===== src/rtl/branch_unit.sv =====
// Execute-stage branch resolver: flag-based conditional branches, CALL/RET through a
// circular return-address stack, and a one-cycle squash of the wrong-path instruction.
module branch_unit #(
    parameter  int DEPTH = 4,
    localparam int W     = $clog2(DEPTH + 1)
) (
    input  logic         clk,
    input  logic         rst,
    input  logic         instrValid,
    input  logic [2:0]   branchOp,
    input  logic [7:0]   pc,
    input  logic [7:0]   target,
    input  logic         flagWe,
    input  logic         zeroIn,
    input  logic         carryIn,
    output logic [7:0]   branchTarget,
    output logic         branchEnable,
    output logic         squash,
    output logic [W-1:0] stackDepth,
    output logic         stackOverflow,
    output logic         stackUnderflow
);

    localparam int PW = (DEPTH > 1) ? $clog2(DEPTH) : 1;

    localparam logic [2:0] OP_JMP  = 3'b001;
    localparam logic [2:0] OP_JZ   = 3'b010;
    localparam logic [2:0] OP_JNZ  = 3'b011;
    localparam logic [2:0] OP_JC   = 3'b100;
    localparam logic [2:0] OP_CALL = 3'b101;
    localparam logic [2:0] OP_RET  = 3'b110;

    logic [7:0]    stack [DEPTH];
    logic [PW-1:0] ptr;          // next slot to write; top of stack is ptr-1
    logic [PW-1:0] top_idx;
    logic [PW-1:0] nxt_idx;
    logic [W-1:0]  depth;
    logic          zf, cf;
    logic          eff, taken, empty, full;
    logic          do_push, do_pop, do_unf;
    logic [7:0]    tgt;

    assign empty = (depth == '0);
    assign full  = (depth == W'(DEPTH));

    always_comb begin
        top_idx = (ptr == '0) ? PW'(DEPTH - 1) : ptr - PW'(1);
        nxt_idx = (ptr == PW'(DEPTH - 1)) ? '0 : ptr + PW'(1);
    end

    always_comb begin
        eff   = instrValid & ~squash & rst;
        taken = 1'b0;
        tgt   = target;
        unique case (branchOp)
            OP_JMP:  taken = 1'b1;
            OP_JZ:   taken = zf;
            OP_JNZ:  taken = ~zf;
            OP_JC:   taken = cf;
            OP_CALL: taken = 1'b1;
            OP_RET: begin
                taken = ~empty;
                tgt   = stack[top_idx];
            end
            default: taken = 1'b0;
        endcase
        branchEnable = eff & taken;
        branchTarget = branchEnable ? tgt : 8'h00;
        do_push      = eff & (branchOp == OP_CALL);
        do_pop       = eff & (branchOp == OP_RET) & ~empty;
        do_unf       = eff & (branchOp == OP_RET) & empty;
    end

    always_ff @(posedge clk) begin
        if (!rst) begin
            zf             <= 1'b0;
            cf             <= 1'b0;
            squash         <= 1'b0;
            ptr            <= '0;
            depth          <= '0;
            stackOverflow  <= 1'b0;
            stackUnderflow <= 1'b0;
        end else begin
            squash <= branchEnable;
            if (eff && flagWe) begin
                zf <= zeroIn;
                cf <= carryIn;
            end
            // A push onto a full stack overwrites the oldest slot; depth saturates.
            if (do_push) begin
                ptr <= nxt_idx;
                if (full) stackOverflow <= 1'b1;
                else      depth         <= depth + W'(1);
            end
            if (do_pop) begin
                ptr   <= top_idx;
                depth <= depth - W'(1);
            end
            if (do_unf) stackUnderflow <= 1'b1;
        end
    end

    // Entry contents need no reset: depth gates every read.
    always_ff @(posedge clk) begin
        if (do_push) stack[ptr] <= 8'(pc + 8'd1);
    end

    assign stackDepth = depth;

endmodule

===== config.mk =====
export PLATFORM = sky130hd
export DESIGN_NAME = branch_unit
export DESIGN_NICKNAME = d
export VERILOG_FILES = /design/src/rtl/branch_unit.sv
export SDC_FILE = /design/constraint.sdc
export NUM_CORES = 1
export LEC_CHECK = 0
export CORE_MARGIN = 2
export CORE_UTILIZATION = 46
export DETAILED_ROUTE_END_ITERATION = 10
export GPL_ROUTABILITY_DRIVEN = 0
export PLACE_DENSITY = 0.82
export SLEW_MARGIN = 20
export SYNTH_ARGS = -nofsm -noshare
export SYNTH_HDL_FRONTEND = slang
export SYNTH_SLANG_ARGS = --single-unit

===== constraint.sdc =====
create_clock -name clk -period 2.7 [get_ports clk]
set_clock_uncertainty 0.1 [all_clocks]
set_input_delay 0.81 -clock clk [delete_from_list [all_inputs] [get_ports clk]]
set_output_delay 0.81 -clock clk [all_outputs]
set_load 0.01 [all_outputs]

# Word level (Yosys, flattened, before mapping)
# Memory sizes are Yosys's and may differ from the RTL's.
# Index checks and enable logic that the tools add are counted.
op_classes:
  n_addsub: 5
  eq_ne: 9
  n_mux: 12
  bitwise_logic: 10
  reduce_logical: 7
ops:
  columns: ["operator", "n"]
  rows:
  - ["$mux W8", 2]
  - ["$eq A3 B3 Y1 const B", 4]
  - ["$mux W3", 3]
  - ["$add A8 B1 Y8 const B", 1]
  - ["$mux W2", 4]
  - ["$and A1 B1 Y1", 7]
  - ["$eq A3 B2 Y1 const B", 2]
  - ["$pmux W1 S5", 1]
  - ["$reduce_and A2 Y1", 2]
  - ["$add A3 B1 Y3 const B", 1]
  - ["$eq A3 B1 Y1 const B", 1]
  - ["$logic_not A3 Y1", 1]
  - ["$not A1 Y1", 3]
  - ["$sub A3 B1 Y3 const B", 1]
  - ["$add A2 B1 Y2 const B", 1]
  - ["$eq A2 B2 Y1 const B", 1]
  - ["$logic_not A2 Y1", 1]
  - ["$mux W1", 2]
  - ["$ne A2 B1 Y1 const B", 1]
  - ["$reduce_bool A2 Y1", 1]
  - ["$reduce_or A2 Y1", 1]
  - ["$sub A2 B1 Y2 const B", 1]
  - ["$logic_and A1 B1 Y1", 1]
totals:
  reg_bits: 10
  mem_bits_rw: 32
  inputBits: 25
  out_inout_bits: 15
  memories: 1
mem_list:
  columns: ["name", "words", "width", "rd", "rd_ports_with_merged_regs", "wr", "line", "source"]
  rows:
  - ["stack", 4, 8, 1, 0, 1, "33", "logic [7:0] stack [DEPTH];"]

# Logic depth before layout (Yosys ltp)
depth:
  depth_word: 7
  mapped_depth: 8
  depth_no_buf: 7

# Least setup slack after synthesis
# OpenSTA, ideal clock, no wires.
synth_timing:
  path_type: "input -> register"
  from: "input port branchOp[0]"
  to: "register depth[2] (netlist: stackDepth[2])"
  arrival_time_ps: 2633
  t_required_ps: 2528
  path_slack_ps: -104
  cell_stages: 8
  path_buffers: 1
  path_cell_list: "buf_2 > nand3b_1 > nor3_1 > inv_1 > fa_1 > or4_1 > nand3_1 > mux2i_1"
synth_between:
  elab_chain_len: 5
  elab_cells_between_ends: 9
  cone_classes: "eq/ne: 3; mux: 1; bitwise: 3; reduce/logical: 2"
synth_lines:
  columns: ["item", "line", "source"]
  rows:
  - ["from (decl)", "10", "input logic [2:0] branchOp,"]
  - ["$eq A3 B3 Y1", "70", "do_pop = eff & (branchOp == OP_RET) & ~empty;"]
  - ["$and A1 B1 Y1 (2 in series)", "70", null]
  - ["$ne A2 B1 Y1 (no source line) / $reduce_bool A2 Y1 (equally long branches)", null, null]
  - ["$reduce_and A2 Y1 (no source line)", null, null]
  - ["to (signal assigned)", "93", "else depth <= depth + W'(1);"]
  - ["to (signal assigned)", "97", "depth <= depth - W'(1);"]
  - ["to (decl)", "37", "logic [W-1:0] depth;"]
# Several ways; a longest one is shown, not always the timed one.
# A chain may end at the register's enable or synchronous reset.

# Final worst setup path
layout_timing:
  from: "input port branchOp[0]"
  to: "output port branchTarget[7]"
layout_between:
  elab_chain_len: 5
  elab_cells_between_ends: 11
  cone_classes: "eq/ne: 6; mux: 3; bitwise: 1; reduce/logical: 1"
layout_lines:
  columns: ["item", "line", "source"]
  rows:
  - ["$eq A3 B3 Y1 / $eq A3 B1 Y1 (equally long branches)", "55", "unique case (branchOp)"]
  - ["$reduce_or A2 Y1 (no source line)", null, null]
  - ["$pmux W1 S5", "55", null]
  - ["$and A1 B1 Y1", "67", "branchEnable = eff & taken;"]
  - ["$mux W8 (*)", "68", "branchTarget = branchEnable ? tgt : 8'h00;"]
  - ["to (decl)", "16", "output logic [7:0] branchTarget,"]
# Mark *: on every way between the ends. The rest lies on a longest branch, timed or not.

==> reports/results.ini <==
[outcome]
status = finished, violations left
violations = negative setup slack

[pwr]
vdd_drop_max_v = 0.000387
p_leak_nw = 1.13
p_per_area_nw_per_um2 = 456
totalPowerFinal_mw = 1.37

[synthesis]
ys.flop_type = edfxtp_1
yosysMostFrequentCell = edfxtp_1
yosysWarnings = 0
synth.distinct_cells = 37
seq_area_frac_synth_pct = 56.9
synth_cells = 159
synth_edf_count = 32
syn_area_um2 = 2040
synth_top_cell_area_share_pct = 47.1
async_flop_share_pct = 0
synth_commonest_cells = 32 x edfxtp_1, 24 x nand2_1, 10 x a21oi_1, 10 x dfxtp_1
ys_ff_latch = 42
synth_top_area_cell = edfxtp_1
synth_area_leaders = edfxtp_1 47%, dfxtp_1 9.8%, mux4_2 8.8%
avgSynthCellArea_um2 = 12.8
syn_nets = 190

[critical_path]
critPathSlowestCell = o21ai_4
path_class = in -> out
cp-start-kind = input pin
crit_family = buffers and inverters
slowest_delay_ps = 170
cp_max_fo = 4
path_cells = buf_8 > buf_4 > a21oi_2 > o22ai_4 > o21ai_4 > buf_4 > a21oi_2 > buf_2
worstPathArrival_ps = 1800
crit_path_end_kind = output pin
cp.required_ps = 1790
path_buf_inv = 4

[clock_network]
root_buffer = clkbuf_8
h-tree-depth = 2
clock_sinks = 42
cts.path.max_buffers = 2
numCtsBuffers = 5
path_clk_slew_ps = 80
clk_latency_ps = 290
tritoncts = yes

[die]
die_h_um = 70.6
die_x_um = 70.6
dieArea_um2 = 4980
core_area_um2 = 4320
rows = 24
start_util_pct = 47.2
pin_count = 40

[layout]
antenna_cells = 0
fin_nets = 268
final_area_um2 = 3010
syn2layout_area_growth_pct = 47.4
drive_gt1_share_pct = 39.9

[sta]
post-route-period-util_pct = 100
fin_tns_setup_ps = -25.1
drv_slew = 0
min_period_ps = 2710
hold_viol = 0
setup_slack_ps = -7.09
relSlewSlack_pct = 77.9
worstMarginPinSlew_ps = 329
finalSetupViolCount = 6
rsz0062_at_grt = true
fmax_mhz = 369

[placement]
placed_area_um2 = 2830
port_buffers = 39
dp_hpwl_mm = 3.35
post-place-ws_ps = -835

[route]
ant_nets = 0
m1WireLength_mm = 1.89
wl_per_cell_um = 15.2
drcViolationCount = 0
firstDrtPassIters = 4
wl_met3_um = 250
dr.max_layer_used = met4
vias = 1483
dr.first_iter.drc_count = 46
wirelength_mm = 4.41
routed_via_density = 5.11
wl_met2_mm = 2.24

[grt]
gr-usage-all-layers_pct = 18.6
grt_pass1_vias = 1542
grt_pass1_wl_mm = 7.07
antenna_found_initial = 0
grt-ovfl-total = 0
grt_max_degree = 14

[flow_run]
max_cap_viol_count = 0

[min_path]
min_path_type = reg -> reg

cell usage in the layout, fill, tap and decap left out, types with 7 or more instances in the layout:
master	count
buf_4	32
edfxtp_1	32
buf_2	9
clkdlybuf4s50_1	25
a21oi_2	8
xnor2_1	7
mux4_2	8
nand2_1	22
dfxtp_1	8
logic make-up after synthesis:
kind of cell	count (synthesis)	synth area share (%)
multiplexers	10	9.82
AO/OA/AOI/OAI	22	7.36
XOR/XNOR	9	3.87
AND/OR/NAND/NOR	55	14.8
buffers and inverters	15	3.13
adder cells (fa/ha/maj)	6	4.05
flip-flops	42	56.9
metal layers:
metal / vias up / global-route usage, %
li1: 742 / -
met5: - / 0
met3: 3 / 5.13
met2: 42 / 34.3
met4: 0 / 4.82
met1: 696 / 21.2
worst reg2reg max path: cells and delay by family, from the launching register on:
kind / cells / cell delay (ps)
AND/OR/NAND/NOR: 4 / 1010
flip-flops: 1 / 330
multiplexers: 1 / 170
adder cells (fa/ha/maj): 1 / 350
buffers and inverters: 1 / 60
path summary, 6_finish.rpt:
| path | slack (ps) | end | cells after the start | startpoint |
|---|---|---|---|---|
| hold reg to reg | 400 | zf | 2 | zf |
| setup / recovery | -7 | branchTarget[7] | 8 | branchOp[0] |
| hold / removal | 400 | zf | 2 | zf |
| setup reg to reg | 610 | stackDepth[2] | 7 | squash |
layout make-up:
class,instances,area (um2)
flip-flops and latches,42,1160
multi-input cells,102,925
repair buffers,78,713
well taps,52,65.1
clock buffers,6,72.6
inverters,8,30.0
clock inverters,2,37.5
fillers,311,1320
timing repair:
action,CTS,global route
endpoints found under the setup margin,10,10
setup buffers,0,6
hold buffers,0,0
pin swaps,6,6
gates resized for setup,60,13
gates cloned,0,0
where the power goes:
part           internal (mW)  switching (mW)  leakage (nW)
clock                  0.276           0.207        0.0514
sequential             0.703         0.00293         0.370
combinational          0.100          0.0822         0.709
state kept, by name, summed over array words and instances (netlist names):
register and flops:
stackOverflow 1, cf 1, stackDepth 3, stackUnderflow 1, zf 1, ptr 2, squash 1, stack 32
metrics by stage:
stage	utilization (%)	instances	hold WS (ps)
3_3_place_gp	65.5	276	370
2_1_floorplan	-	159	344
5_1_grt	69.5	290	431
4_1_cts	67.1	284	394
6_report	69.5	290	405
3_5_place_dp	65.5	276	381
Note: power is estimated with default switching activity, not from simulation.
